<file path="config.mk">
export PLATFORM = sky130hd
export DESIGN_NAME = xor_stream_cipher
export DESIGN_NICKNAME = d
export VERILOG_FILES = /design/src/rtl/xor_stream_cipher.sv
export SDC_FILE = /design/constraint.sdc
export NUM_CORES = 1
export LEC_CHECK = 0
export ABC_AREA = 0
export BUFFER_PORTS_ARGS = -buffer_cell sky130_fd_sc_hd__buf_2
export CORE_MARGIN = 8
export CORE_UTILIZATION = 60
export CTS_CLUSTER_DIAMETER = 30
export CTS_CLUSTER_SIZE = 30
export DETAILED_ROUTE_END_ITERATION = 8
export HOLD_SLACK_MARGIN = 0.1
export PLACE_DENSITY = 0.87
export SLEW_MARGIN = 20
export SYNTH_ARGS = -nofsm -noshare
export SYNTH_HDL_FRONTEND = slang
export SYNTH_SLANG_ARGS = --single-unit
</file>
<file path="constraint.sdc">
create_clock -name Clk -period 3.8 [get_ports Clk]
set_input_delay 0.19 -clock Clk [delete_from_list [all_inputs] [get_ports Clk]]
set_output_delay 0.19 -clock Clk [all_outputs]
set_load 0.05 [all_outputs]
</file>
<file path="src/rtl/xor_stream_cipher.sv">
// Packet-level XOR stream cipher with a programmable key file and optional ciphertext chaining.
// The same instance both encrypts and decrypts; the stream interface is valid/ready with a registered output.
//
// state | meaning
// IDLE  | waiting for Start; key-file writes allowed
// RUN   | accepting input words
// DRAIN | last word accepted, waiting for its output handshake
// DONE  | one-cycle completion pulse
module xor_stream_cipher #(
  parameter int DATA_W    = 8,
  parameter int KEY_DEPTH = 16,
  parameter int LEN_W     = 8,
  localparam int KIDX_W   = (KEY_DEPTH > 1) ? $clog2(KEY_DEPTH) : 1
) (
  input  logic              Clk,
  input  logic              Reset,
  input  logic              KeyWe,
  input  logic [KIDX_W-1:0] KeyAddr,
  input  logic [DATA_W-1:0] KeyData,
  input  logic [KIDX_W:0]   NumKeys,
  input  logic [1:0]        Mode,
  input  logic [DATA_W-1:0] Iv,
  input  logic [LEN_W-1:0]  Size,
  input  logic              Start,
  input  logic [DATA_W-1:0] DataIn,
  input  logic              InValid,
  output logic              InReady,
  output logic [DATA_W-1:0] DataOut,
  output logic              OutValid,
  input  logic              OutReady,
  output logic              Ready,
  output logic              Done
);

  typedef enum logic [1:0] {S_IDLE, S_RUN, S_DRAIN, S_DONE} state_t;

  localparam logic [KIDX_W:0] KEY_DEPTH_N = (KIDX_W+1)'(KEY_DEPTH);

  state_t state_q, state_d;

  logic [DATA_W-1:0] key_q [KEY_DEPTH];
  logic [DATA_W-1:0] key_d [KEY_DEPTH];
  logic [KIDX_W-1:0] idx_q, idx_d;
  logic [KIDX_W:0]   nkeys_q, nkeys_d;
  logic [LEN_W-1:0]  rem_q, rem_d;
  logic [1:0]        mode_q, mode_d;
  logic [DATA_W-1:0] chain_q, chain_d;
  logic [DATA_W-1:0] dout_q, dout_d;
  logic              ovalid_q, ovalid_d;

  logic              accept;
  logic [DATA_W-1:0] xor_key;

  always_ff @(posedge Clk) begin
    if (Reset) state_q <= S_IDLE;
    else       state_q <= state_d;
  end

  always_comb begin
    state_d = state_q;
    case (state_q)
      S_IDLE:  if (Start) state_d = (Size == '0) ? S_DONE : S_RUN;
      S_RUN:   if (accept && rem_q == LEN_W'(1)) state_d = S_DRAIN;
      S_DRAIN: if (ovalid_q && OutReady) state_d = S_DONE;
      S_DONE:  state_d = S_IDLE;
      default: state_d = S_IDLE;
    endcase
  end

  always_comb begin
    InReady = (state_q == S_RUN) && (!ovalid_q || OutReady);
    accept  = InValid && InReady;
    Ready   = (state_q == S_IDLE) || (state_q == S_DONE);
    Done    = (state_q == S_DONE);
  end

  assign xor_key = DataIn ^ key_q[idx_q];

  always_comb begin
    key_d    = key_q;
    idx_d    = idx_q;
    nkeys_d  = nkeys_q;
    rem_d    = rem_q;
    mode_d   = mode_q;
    chain_d  = chain_q;
    dout_d   = dout_q;
    ovalid_d = ovalid_q;

    if (state_q == S_IDLE && Start) begin
      rem_d   = Size;
      mode_d  = Mode;
      chain_d = Iv;
      idx_d   = '0;
      if (NumKeys == '0)              nkeys_d = (KIDX_W+1)'(1);
      else if (NumKeys > KEY_DEPTH_N) nkeys_d = KEY_DEPTH_N;
      else                            nkeys_d = NumKeys;
    end

    // Out-of-range addresses match no entry and are dropped.
    if (state_q == S_IDLE && KeyWe) begin
      for (int i = 0; i < KEY_DEPTH; i++) begin
        if (KeyAddr == KIDX_W'(i)) key_d[i] = KeyData;
      end
    end

    if (accept) begin
      case (mode_q)
        2'b01: begin
          dout_d  = xor_key ^ chain_q;
          chain_d = xor_key ^ chain_q;
        end
        2'b10: begin
          dout_d  = xor_key ^ chain_q;
          chain_d = DataIn;
        end
        default: dout_d = xor_key;
      endcase
      ovalid_d = 1'b1;
      if (rem_q != '0) rem_d = rem_q - LEN_W'(1);
      if ({1'b0, idx_q} == nkeys_q - (KIDX_W+1)'(1)) idx_d = '0;
      else                                           idx_d = idx_q + KIDX_W'(1);
    end else if (ovalid_q && OutReady) begin
      ovalid_d = 1'b0;
    end
  end

  always_ff @(posedge Clk) begin
    if (Reset) begin
      for (int i = 0; i < KEY_DEPTH; i++) key_q[i] <= '0;
      idx_q    <= '0;
      nkeys_q  <= '0;
      rem_q    <= '0;
      mode_q   <= '0;
      chain_q  <= '0;
      dout_q   <= '0;
      ovalid_q <= 1'b0;
    end else begin
      key_q    <= key_d;
      idx_q    <= idx_d;
      nkeys_q  <= nkeys_d;
      rem_q    <= rem_d;
      mode_q   <= mode_d;
      chain_q  <= chain_d;
      dout_q   <= dout_d;
      ovalid_q <= ovalid_d;
    end
  end

  assign DataOut  = dout_q;
  assign OutValid = ovalid_q;

endmodule

</file>
After elaboration in Yosys (flattened, before gate mapping)
Cells that the tools add are included.

Flip-flop bits (word level): 166. Output and inout bits: 12.

$add $sub $neg: 3. Order comparisons: 2. Equality and inequality tests: 25. Mux-type cells: 22. Reductions and logical operators: 34. Bitwise operators: 3.

Operators with widths (count): $mux W8 (8); $bmux W8 S4 (1); $eq A4 B4 Y1 const B (8); $reduce_and A2 Y1 (16); $eq A4 B3 Y1 const B (4); $pmux W8 S2 (1); $xor A8 B8 Y8 (2); $mux W4 (3); $mux W5 (2); $eq A4 B2 Y1 const B (2); $eq A8 B1 Y1 const B (1); $logic_not A8 Y1 (1); $mux W2 (4); $pmux W2 S4 (1); $reduce_bool A8 Y1 (1); $sub A8 B1 Y8 const B (1); $eq A2 B2 Y1 const B (3); $logic_and A1 B1 Y1 (6); $ne A2 B2 Y1 const B (3); $eq A4 B5 Y1 (1); $ge A5 B5 Y1 const B (1); $gt A5 B5 Y1 const B (1); $logic_not A5 Y1 (1); $not A4 Y5 (1); 12 further kinds (16).

Depth between registers and ports, before layout
Gate-level depths: netlist of run 1.

Word-level depth: 8. Mapped depth: 9. Mapped depth without buffers: 7.

Worst setup path after synthesis of run 1
OpenSTA, ideal clock, no wires.

Kind: register to register. From: register ovalid_q, in the netlist OutValid. To: register chain_q[5]. Buffers on the path: 3. Setup slack: 1622 ps. Arrival: 2099 ps. Data required time: 3721 ps. Stages on the path, launching flop included: 9. Clock period less this slack: 2178 ps. Path through: dfxtp_1 nor2b_1 buf_2 or3_1 clkbuf_1 clkbuf_1 nor3b_1 a311o_1 a211oi_2.

Cells in the longest elaborated chain, start to end: 5.

Ends and longest elaborated chain: from (decl) (line 49) `logic ovalid_q, ovalid_d;`; from (signal assigned) (line 145) `ovalid_q <= ovalid_d;`; $logic_not A1 Y1 (line 71) `InReady = (state_q == S_RUN) && (!ovalid_q || OutReady);`; $logic_or A1 B1 Y1 (line 71); $logic_and A1 B1 Y1 (line 71); $logic_and A1 B1 Y1 (line 72) `accept = InValid && InReady;`; $mux W8 (line 106) `if (accept) begin`; to (signal assigned) (line 143) `chain_q <= chain_d;`; to (decl) (line 47) `logic [DATA_W-1:0] chain_q, chain_d;`.

Every way passes these cells. A chain may end at the register's enable or synchronous reset.

Worst setup path after layout of run 1
From: register state_q[1]. To: register rem_q[3].

Cells in the longest elaborated chain, start to end: 5. Elaborated cells on any way between the ends: 8. Those cells by class: eq/ne: 1; mux: 3; reduce/logical: 4.

Ends and longest elaborated chain: from (decl) (line 39) `state_t state_q, state_d;`; from (signal assigned) (line 56) `else state_q <= state_d;`; $logic_not A2 Y1 (line 89) `if (state_q == S_IDLE && Start) begin`; $logic_and A1 B1 Y1 (line 89); $mux W8 (line 89); $mux W8 (line 119) `if (rem_q != '0) rem_d = rem_q - LEN_W'(1);`; $mux W8 (*) (line 106); to (signal assigned) (line 141) `rem_q <= rem_d;`; to (decl) (line 45) `logic [LEN_W-1:0] rem_q, rem_d;`.

Every way passes the cells marked *; elsewhere a longest branch is shown, timed or not.

==> Flow_metrics.wiki, run 1 <==
{| class="wikitable"
! Metric !! Value
|-
| Remaining antenna violation count || 0
|-
| RePlAce Congestion || 0.881
|-
| Number of distinct library cells after synthesis || 55
|-
| Hold Vio Cnt, Final || 0
|-
| Number of search-and-repair iterations in the first detailed-routing pass || 8
|-
| Starting utilization of the core area || 61.5%
|-
| Clock Sink Count || 166
|-
| Layout Area Growth over Synthesis || 12.8%
|-
| Number of buffers created by CTS || 17
|-
| Number of nets in the layout || 1022
|-
| Half-perimeter wire length after placement || roughly 15000 um
|-
| Slew headroom || a little under a third
|-
| GRT Total Usage || 24.8%
|-
| Htree depth || 4
|-
| Data required, critical path || 4.07 ns
|-
| Share of Yosys cell area claimed by the top area cell type || about two fifths
|-
| Minimum clock period after layout || approximately 2.6 ns
|-
| Critical path data arrival time || 2.88 ns
|-
| Setup slack of the worst register-to-register path || 1.19 ns
|-
| RR Endpoint || rem_q[3]
|-
| Largest net degree at the start of global routing || 85
|-
| Post-Route Setup TNS || 0 ns
|-
| Most common flop cell mapped by yosys || sky130_fd_sc_hd__dfxtp_1
|-
| Sequential fraction of the synthesis area || 38.8%
|-
| Seq cells post-synth || 166
|-
| TritonCTS clock tree || built
|-
| Cell type contributing the most total cell area after synthesis || sky130_fd_sc_hd__dfxtp_1
|-
| Mean Syn Cell Area || about 9.2 um2
|-
| # DRC || 1
|-
| VDD IR-drop max || 0.000295 V
|-
| Total nets after synthesis || 988
|-
| Worst-Skew Late Latency || between 0.4 and 0.5 ns
|-
| Number of placement rows || 43
|-
| Worst path bufs/invs || 1
|-
| Number of synthesis warnings || 0
|-
| Count of maximum capacitance violations || 0
|-
| Path depth of the worst reg2reg path || 6
|-
| Highest cell delay on the worst timing path || 0.65 ns
|-
| Number of cells on the worst hold path || 3
|-
| Diode insertion count for antenna repair || 0
|-
| Total of fill cells in the finished design || 1011
|-
| Number of synthesized flops with an enable pin || 0
|-
| Most numerous cell types in the synthesized netlist || 166 x sky130_fd_sc_hd__dfxtp_1, 152 x sky130_fd_sc_hd__mux2i_1, 139 x sky130_fd_sc_hd__nor2_1, 80 x sky130_fd_sc_hd__nand2_1, 46 x sky130_fd_sc_hd__clkbuf_1
|-
| Clock input transition at the sequential cells of the worst setup and hold paths || 0.07 ns
|-
| I/O pin total || between 60 and 70
|-
| Cells after synthesis || 927
|-
| Post-synthesis async set-or-reset flop share || 0%
|-
| Number of antenna violations at the first check in global routing || 0
|-
| DRT iter0 DRCs || between 800 and 900
|-
| Leak pwr || 3.56 nW
|-
| Number of max-slew violations in the final report || 0
|-
| Power Dens Cells || about 500 nW/um2
|-
| Most used standard cell by instance count after synthesis || sky130_fd_sc_hd__dfxtp_1
|-
| Critical Path Source Type || register
|-
| Via Count || between 7000 and 8000
|-
| Wire length per cell || 19.8 um
|-
| Layout cells sized above 1 || 15.5%
|-
| Via count normalized by instance count || 6.32
|-
| Final setup violation count || 0
|-
| Clock tree buffer depth || 2
|-
| Largest driver fanout on the critical path || 23
|-
| Cell area after synthesis || 8570 um2
|-
| Total of buffers placed on input and output ports || 60
|-
| Worst Clk Skew || about 0.0086 ns
|-
| Maximum clock frequency || 383 MHz
|-
| Status || finished, violations left
|-
| Worst hold start || Size[0]
|-
| Die Span X || 135 um
|-
| Capture endpoint of the worst hold path || rem_q[0]
|-
| Residual overflow from global routing || 0
|-
| Total core area || 13900 um2
|-
| Number of gates given a new drive strength after cts || 0
|-
| Worst path top cell family by delay || simple AND/OR/NAND/NOR gates
|-
| Cells taking the most area after synthesis || sky130_fd_sc_hd__dfxtp_1 39%, sky130_fd_sc_hd__mux2i_1 18%, sky130_fd_sc_hd__nor2_1 6.1%, sky130_fd_sc_hd__mux4_2 4.2%, sky130_fd_sc_hd__nand2_1 3.5%
|-
| Cell with the biggest individual delay on the critical path || sky130_fd_sc_hd__a21oi_1
|-
| Worst setup path category || register to register
|-
| Vertical extent of the die || 135 um
|-
| First-pass GRT wire length || 36300 um
|-
| Portion of the clock cycle consumed by the worst path in the final layout || about two thirds
|-
| Die Area || between 15000 and 20000 um2
|-
| Endpoint kind of the worst setup timing path || register
|-
| Final total power || between 0.004 and 0.005 W
|-
| RR Startpoint || state_q[1]
|-
| Setup repair after global routing missed its margin || no
|-
| Violated checks || design-rule violations
|-
| Root cell of the clock tree || sky130_fd_sc_hd__clkbuf_16
|-
| Via count of the first global-routing pass || 6895
|-
| Worst Tran Pin Value || 1.02 ns
|-
| Worst path cell trace || inv_1 > ha_1 > nand2_1 > a21oi_1 > nand3b_1 > a31oi_1
|-
| Tightest Hold Check Type || primary input to register
|-
| Final wirelength || 22800 um
|}
tightest hold or removal path: cells and delay by family:
| family | cells | cell delay [ns] |
|---|---|---|
| AOI/OAI and AO/OA | 2 | 0.19 |
| buffers and inverters | 1 | 0.11 |
stage by stage:
step | hold WS [ns] | instances | util [%] | setup WS (ns) | cell area (um2)
4_1_cts | 0.112 | 1154 | 69.3 | 1.28 | 9660
6_report | 0.119 | 1154 | 69.3 | 1.19 | 9660
3_3_place_gp | 0.432 | 1109 | 63.6 | 1.32 | 8860
3_5_place_dp | 0.439 | 1109 | 63.6 | 1.30 | 8860
2_1_floorplan | 0.326 | 927 | - | 1.62 | 8570
5_1_grt | 0.156 | 1154 | 69.3 | 1.05 | 9660
worst max path at each step:
stage	slack [ns]	cells after the start	end	startpoint
2_1_floorplan	1.62	8	chain_q[5]	OutValid
3_3_place_gp	1.32	6	DataOut[0]	idx_q[0]
3_5_place_dp	1.30	6	DataOut[2]	idx_q[0]
4_1_cts	1.28	6	DataOut[2]	idx_q[0]
5_1_grt	1.05	6	rem_q[3]	state_q[0]
6_report	1.19	6	rem_q[3]	state_q[1]
placed cells by master (no fill, tap or decap), types with 12 or more instances in the layout:
master	synthesis	layout
sky130_fd_sc_hd__or3_1	27	27
sky130_fd_sc_hd__dlygate4sd3_1	0	13
sky130_fd_sc_hd__a22oi_1	16	16
sky130_fd_sc_hd__mux2i_1	152	152
sky130_fd_sc_hd__clkbuf_16	0	17
sky130_fd_sc_hd__inv_1	15	15
sky130_fd_sc_hd__mux4_2	16	16
sky130_fd_sc_hd__a21oi_1	21	21
sky130_fd_sc_hd__dfxtp_1	166	165
sky130_fd_sc_hd__nand2_1	80	80
sky130_fd_sc_hd__nand2b_1	12	12
sky130_fd_sc_hd__ha_1	12	12
sky130_fd_sc_hd__nand3_1	28	28
sky130_fd_sc_hd__nor2_1	139	138
sky130_fd_sc_hd__buf_2	10	59
sky130_fd_sc_hd__nor4_1	18	18
cells by family after synthesis:
| kind of cell | synth area share (%) |
|---|---|
| simple gates | 23.2 |
| mux | 22.1 |
| flops | 38.8 |
| compound gates | 9.52 |
| buf+inv | 4.12 |
| fa+ha+maj | 1.75 |
| xor+xnor | 0.511 |
per-layer routing:
layer	wire, um	GRT usage [%]	up-vias
met4	715	11.3	0
met3	1940	4.60	59
met1	9690	33.1	3441
met2	10500	38.4	376
met5	0	0	-
li1	-	-	3423
power breakdown:
part	internal, W	total [W]	leakage, nW	switching (W)
clock	0.00122	0.00193	0.322	0.000713
sequential	0.00184	0.00193	1.34	0.0000904
combinational	0.000382	0.00111	1.89	0.000723
sequential cells by signal (all words and copies together), names as in the netlist:
register,flops
DataOut,8
key_q,128
rem_q,8
mode_q,2
OutValid,1
idx_q,4
nkeys_q,5
state_q,2
chain_q,8
final cells by class:
cell class                 count  area [um2]  share of cell area (%)
inverter                      15        56.3                   0.583
tap                          180         225                    2.33
clock inverter                12         198                    2.05
clock buffer                  20         467                    4.83
sequential                   166        3320                    34.4
multi-input combinational    681        4890                    50.6
timing repair buffer          80         498                    5.15
timing repair:
item / CTS / global route
endpoints found under the setup margin: 0 / 0
hold buffers: 13 / 0
hold endpoints to repair: 13 / 0
buffers inserted: 0 / 0
Note: power is estimated with default switching activity, not from simulation.
==> inputs of run 2 (changes only) <==
--- a/config.mk
+++ b/config.mk
@@ -5,15 +5,15 @@
 export SDC_FILE = /design/constraint.sdc
 export NUM_CORES = 1
 export LEC_CHECK = 0
-export ABC_AREA = 0
+export ABC_AREA = 1
 export BUFFER_PORTS_ARGS = -buffer_cell sky130_fd_sc_hd__buf_2
 export CORE_MARGIN = 8
-export CORE_UTILIZATION = 60
+export CORE_UTILIZATION = 55
 export CTS_CLUSTER_DIAMETER = 30
 export CTS_CLUSTER_SIZE = 30
 export DETAILED_ROUTE_END_ITERATION = 8
 export HOLD_SLACK_MARGIN = 0.1
-export PLACE_DENSITY = 0.87
+export PLACE_DENSITY = 0.85
 export SLEW_MARGIN = 20
 export SYNTH_ARGS = -nofsm -noshare
 export SYNTH_HDL_FRONTEND = slang
==> constraint.sdc (replaced) <==
create_clock -name Clk -period 2.35 [get_ports Clk]
set_input_delay 0.1175 -clock Clk [delete_from_list [all_inputs] [get_ports Clk]]
set_output_delay 0.1175 -clock Clk [all_outputs]
set_load 0.05 [all_outputs]
==> run 2 against run 1 <==
  * The run now ends clean
  * Sequential power grew 64%
  * Global-route usage decreased by 0.91 points
  * Register-to-register slack worse by 0.98 ns
  * Die area up 6.4%
  * Cell count up 31%
  * Sequential share of layout area increased by 0.22 points
  * Clock skew fell by 0.0025 ns
  * Setup slack lost 0.98 ns
  * Via count rose by 17%
  * Critical endpoint is now key_q[24]
  * Largest power group unchanged
==> Flow_metrics.wiki, run 2 <==
{| class="wikitable"
! Metric !! Value
|-
| Count of maximum capacitance violations || 0 (unchanged)
|-
| Total of buffers placed on input and output ports || 60 (unchanged)
|-
| Diode insertion count for antenna repair || 0 (unchanged)
|-
| First-pass GRT wire length || 38500 um (was 36300 um)
|-
| Clock Sink Count || 166 (unchanged)
|-
| Path depth of the worst reg2reg path || 7 (was 6)
|-
| Starting utilization of the core area || 55.8% (was 61.5%)
|-
| Most used standard cell by instance count after synthesis || sky130_fd_sc_hd__nand2_1 (was sky130_fd_sc_hd__dfxtp_1)
|-
| Setup fix buffers added after clock tree synthesis || 0 (unchanged)
|-
| Number of synthesized flops with an enable pin || 0 (unchanged)
|-
| Switching Share || 34.2% (was 30.7%)
|-
| Worst path bufs/invs || 1 (unchanged)
|-
| Worst Tran Pin Value || 0.639 ns (was 1.02 ns)
|-
| Root cell of the clock tree || sky130_fd_sc_hd__clkbuf_16 (unchanged)
|-
| Data required, critical path || 2.65 ns (was 4.07 ns)
|-
| Most frequent cell on the critical path || sky130_fd_sc_hd__nand2_1
|-
| Final design utilization || 63.6% (was 69.3%)
|-
| Total core area || 15100 um2 (was 13900 um2)
|-
| Most frequent cells in the layout || 245 x sky130_fd_sc_hd__nand2_1, 181 x sky130_fd_sc_hd__inv_1, 165 x sky130_fd_sc_hd__dfxtp_1 (was 165 x sky130_fd_sc_hd__dfxtp_1, 152 x sky130_fd_sc_hd__mux2i_1, 138 x sky130_fd_sc_hd__nor2_1)
|-
| Leak pwr || 4.08 nW (was 3.56 nW)
|-
| Residual overflow from global routing || 0 (unchanged)
|-
| Remaining antenna violation count || 0 (unchanged)
|-
| Number of buffers created by CTS || 17 (unchanged)
|-
| Portion of the clock cycle consumed by the worst path in the final layout || 91.1% (was 68.7%)
|-
| Sequential power share || 37.5% (was 38.9%)
|-
| Number of search-and-repair iterations in the first detailed-routing pass || 5 (was 8)
|-
| Sequential fraction of the synthesis area || 39.5% (was 38.8%)
|-
| Crit path to || key_q[24] (was rem_q[3])
|-
| Slew headroom || 57.3% (was 31.8%)
|-
| Number of max-slew violations in the final report || 0 (unchanged)
|-
| Hold Vio Cnt, Final || 0 (unchanged)
|-
| Worst-Skew Late Latency || 0.44 ns (was 0.43 ns)
|-
| Cells taking the most area after synthesis || sky130_fd_sc_hd__dfxtp_1 39%, sky130_fd_sc_hd__nand2_1 11%, sky130_fd_sc_hd__o21ai_0 9.6%, sky130_fd_sc_hd__nand3_1 8.9%, sky130_fd_sc_hd__a21oi_1 8.6% (was sky130_fd_sc_hd__dfxtp_1 39%, sky130_fd_sc_hd__mux2i_1 18%, sky130_fd_sc_hd__nor2_1 6.1%, sky130_fd_sc_hd__mux4_2 4.2%, sky130_fd_sc_hd__nand2_1 3.5%)
|-
| DRT iter0 DRCs || 938 (was 874)
|-
| I/O pin total || 61 (unchanged)
|-
| Post-Route Setup TNS || 0 ns (unchanged)
|-
| Gate power share || 28.6% (was 22.2%)
|-
| Worst path top cell family by delay || simple AND/OR/NAND/NOR gates (unchanged)
|-
| Largest driver fanout on the critical path || 16 (was 23)
|-
| Flip-flop count of the largest register, all copies and words added || 128 (unchanged)
|-
| # DRC || 0 (was 1)
|-
| Number of synthesis warnings || 0 (unchanged)
|-
| Clock share of power || 33.9% (was 38.9%)
|-
| Vertical extent of the die || 140 um (was 135 um)
|-
| Die Span X || 140 um (was 135 um)
|-
| Total nets after synthesis || 1320 (was 988)
|-
| Clock tree buffer depth || 2 (unchanged)
|-
| Biggest register || key_q (unchanged)
|-
| Seq cells post-synth || 166 (unchanged)
|-
| Layout Area Growth over Synthesis || 14.0% (was 12.8%)
|-
| Number of antenna violations at the first check in global routing || 0 (unchanged)
|-
| Status || finished, final reports clean (was finished, violations left)
|-
| Cells after synthesis || 1259 (was 927)
|-
| Via Count || 8504 (was 7299)
|-
| Via count normalized by instance count || 5.64 (was 6.32)
|-
| Origin of the worst setup path || state_q[0] (was state_q[1])
|-
| Final setup violation count || 0 (unchanged)
|-
| Cell type contributing the most total cell area after synthesis || sky130_fd_sc_hd__dfxtp_1 (unchanged)
|-
| Most common flop cell mapped by yosys || sky130_fd_sc_hd__dfxtp_1 (unchanged)
|-
| Critical Path Source Type || register (unchanged)
|-
| Final wirelength || 23300 um (was 22800 um)
|-
| Half-perimeter wire length after placement || 14700 um (was 14900 um)
|-
| Maximum clock frequency || 467 MHz (was 383 MHz)
|-
| Worst setup path category || register to register (unchanged)
|-
| Leading cell type in the layout, fill and taps excluded || sky130_fd_sc_hd__nand2_1 (was sky130_fd_sc_hd__dfxtp_1)
|-
| Pint || 0.00557 W (was 0.00344 W)
|-
| RR Endpoint || key_q[24] (was rem_q[3])
|-
| Power Dens Cells || 881 nW/um2 (was 514 nW/um2)
|-
| Number of distinct library cells after synthesis || 29 (was 55)
|-
| Highest cell delay on the worst timing path || 0.42 ns (was 0.65 ns)
|-
| Layout cells sized above 1 || 8.95% (was 15.5%)
|-
| Number of cells on the critical path || 7 (was 6)
|-
| Reported net switching power || 0.00289 W (was 0.00153 W)
|-
| Minimum clock period after layout || 2.14 ns (was 2.61 ns)
|-
| RePlAce Congestion || 0.909 (was 0.881)
|-
| Endpoint kind of the worst setup timing path || register (unchanged)
|-
| Htree depth || 4 (unchanged)
|-
| Mean Syn Cell Area || 6.69 um2 (was 9.24 um2)
|-
| Share of Yosys cell area claimed by the top area cell type || 39.5% (was 38.8%)
|-
| Cell area after synthesis || 8420 um2 (was 8570 um2)
|-
| Number of placement rows || 45 (was 43)
|-
| Largest net degree at the start of global routing || 111 (was 85)
|-
| Post-synthesis async set-or-reset flop share || 0% (unchanged)
|-
| Tightest Hold Check Type || primary input to register (unchanged)
|-
| TritonCTS clock tree || built (unchanged)
|-
| Cell with the biggest individual delay on the critical path || sky130_fd_sc_hd__nand2_1 (was sky130_fd_sc_hd__a21oi_1)
|-
| RR Startpoint || state_q[0] (was state_q[1])
|-
| Setup repair after global routing missed its margin || no (unchanged)
|-
| Die Area || 19500 um2 (was 18400 um2)
|-
| Most numerous cell types in the synthesized netlist || 245 x sky130_fd_sc_hd__nand2_1, 182 x sky130_fd_sc_hd__inv_1, 166 x sky130_fd_sc_hd__dfxtp_1, 162 x sky130_fd_sc_hd__o21ai_0, 149 x sky130_fd_sc_hd__nand3_1 (was 166 x sky130_fd_sc_hd__dfxtp_1, 152 x sky130_fd_sc_hd__mux2i_1, 139 x sky130_fd_sc_hd__nor2_1, 80 x sky130_fd_sc_hd__nand2_1, 46 x sky130_fd_sc_hd__clkbuf_1)
|-
| Worst Clk Skew || 0.00609 ns (was 0.00860 ns)
|-
| Via count of the first global-routing pass || 8006 (was 6895)
|-
| Worst path cell trace || inv_1 > ha_1 > nand2_1 > nor3_1 > nand2_1 > o21ai_0 > a21oi_1 (was inv_1 > ha_1 > nand2_1 > a21oi_1 > nand3b_1 > a31oi_1)
|-
| Clock input transition at the sequential cells of the worst setup and hold paths || 0.06 ns (was 0.07 ns)
|-
| Critical path data arrival time || 2.44 ns (was 2.88 ns)
|-
| Number of nets in the layout || 1367 (was 1022)
|-
| VDD IR-drop max || 0.000705 V (was 0.000295 V)
|-
| Setup slack of the worst register-to-register path || 0.21 ns (was 1.19 ns)
|-
| Wire length per cell || 15.5 um (was 19.8 um)
|-
| GRT Total Usage || 23.9% (was 24.8%)
|}
[run 2: cell types whose count changed in the layout (fill, tap and decap cells not counted), moves of 12 or more]
cell / change
sky130_fd_sc_hd__nor2_1: -72
sky130_fd_sc_hd__inv_1: +166
sky130_fd_sc_hd__or3_1: -27
sky130_fd_sc_hd__nand2b_1: -12
sky130_fd_sc_hd__a22oi_1: -16
sky130_fd_sc_hd__nor4_1: -16
sky130_fd_sc_hd__nand2_1: +165
sky130_fd_sc_hd__dlygate4sd3_1: +17
sky130_fd_sc_hd__o21ai_0: +158
sky130_fd_sc_hd__nand3_1: +121
sky130_fd_sc_hd__mux4_2: -16
sky130_fd_sc_hd__mux2i_1: -151
sky130_fd_sc_hd__a21oi_1: +123
[run 2: repair_timing]
item                                    4_1_cts  5_1_grt
hold endpoints to repair                     24        0
gates resized for setup                       0        1
endpoints found under the setup margin        0        1
hold buffers                                 30        0
[run 2: power by group through the flow]
stage,Sequential [W],Clock [W],Combinational (W)
2_1_floorplan,0.00329,0,0.00175
3_3_place_gp,0.00321,0,0.00224
3_5_place_dp,0.00322,0,0.00230
4_1_cts,0.00316,0.00288,0.00237
5_1_grt,0.00319,0.00300,0.00268
6_report,0.00317,0.00287,0.00242
[run 2: logic make-up after synthesis]
kind of cell / share of synthesized area, %
simple gates: 24.0
fa+ha+maj: 1.78
compound gates: 20.1
mux: 0.119
buf+inv: 13.2
flops: 39.5
xor+xnor: 1.25
[run 2: routing by layer]
layer	global-route usage (%)	wire length [um]
met2	38.3	10700
met4	13.8	967
met3	4.58	1870
met5	0	0
met1	29.5	9790
[run 2: how the worst min path moves through the flow]
| stage | startpoint | to | slack [ns] | cells after the start |
|---|---|---|---|---|
| final | Iv[5] | chain_q[5] | 0.10 | 5 |
| after global routing | Iv[5] | chain_q[5] | 0.15 | 5 |
| after CTS | Iv[5] | chain_q[5] | 0.10 | 5 |
| after detailed placement | NumKeys[1] | nkeys_q[1] | 0.39 | 3 |
| after global placement | NumKeys[2] | nkeys_q[2] | 0.39 | 3 |
| after floorplan | NumKeys[1] | nkeys_q[1] | 0.26 | 2 |
[run 2: area by class of cell]
class | instances | area, um2
Fill cell | 1266 | 5490
Clock inverter | 8 | 121
Multi-Input combinational cell | 828 | 3990
Timing Repair Buffer | 105 | 738
Sequential cell | 166 | 3320
Tap cell | 188 | 235
Inverter | 188 | 711
Clock buffer | 24 | 482
[run 2: worst register-to-register path, cell delays in order, from the launching register on]
cell	delay, ns
sky130_fd_sc_hd__dfxtp_1	0.33
sky130_fd_sc_hd__inv_1	0.12
sky130_fd_sc_hd__ha_1	0.21
sky130_fd_sc_hd__nand2_1	0.14
sky130_fd_sc_hd__nor3_1	0.38
sky130_fd_sc_hd__nand2_1	0.42
sky130_fd_sc_hd__o21ai_0	0.34
sky130_fd_sc_hd__a21oi_1	0.07
[run 2: per-stage QoR]
step | std cells | setup slack [ns] | total power (W) | area (um2) | hold WS (ns)
CTS | 1507 | 0.232 | 0.00841 | 9600 | 0.102
global route | 1507 | 0.00780 | 0.00887 | 9600 | 0.150
floorplan | 1259 | 0.683 | 0.00503 | 8420 | 0.261
global placement | 1445 | 0.328 | 0.00546 | 8690 | 0.391
finish | 1507 | 0.210 | 0.00846 | 9600 | 0.105
detailed placement | 1445 | 0.283 | 0.00552 | 8690 | 0.389
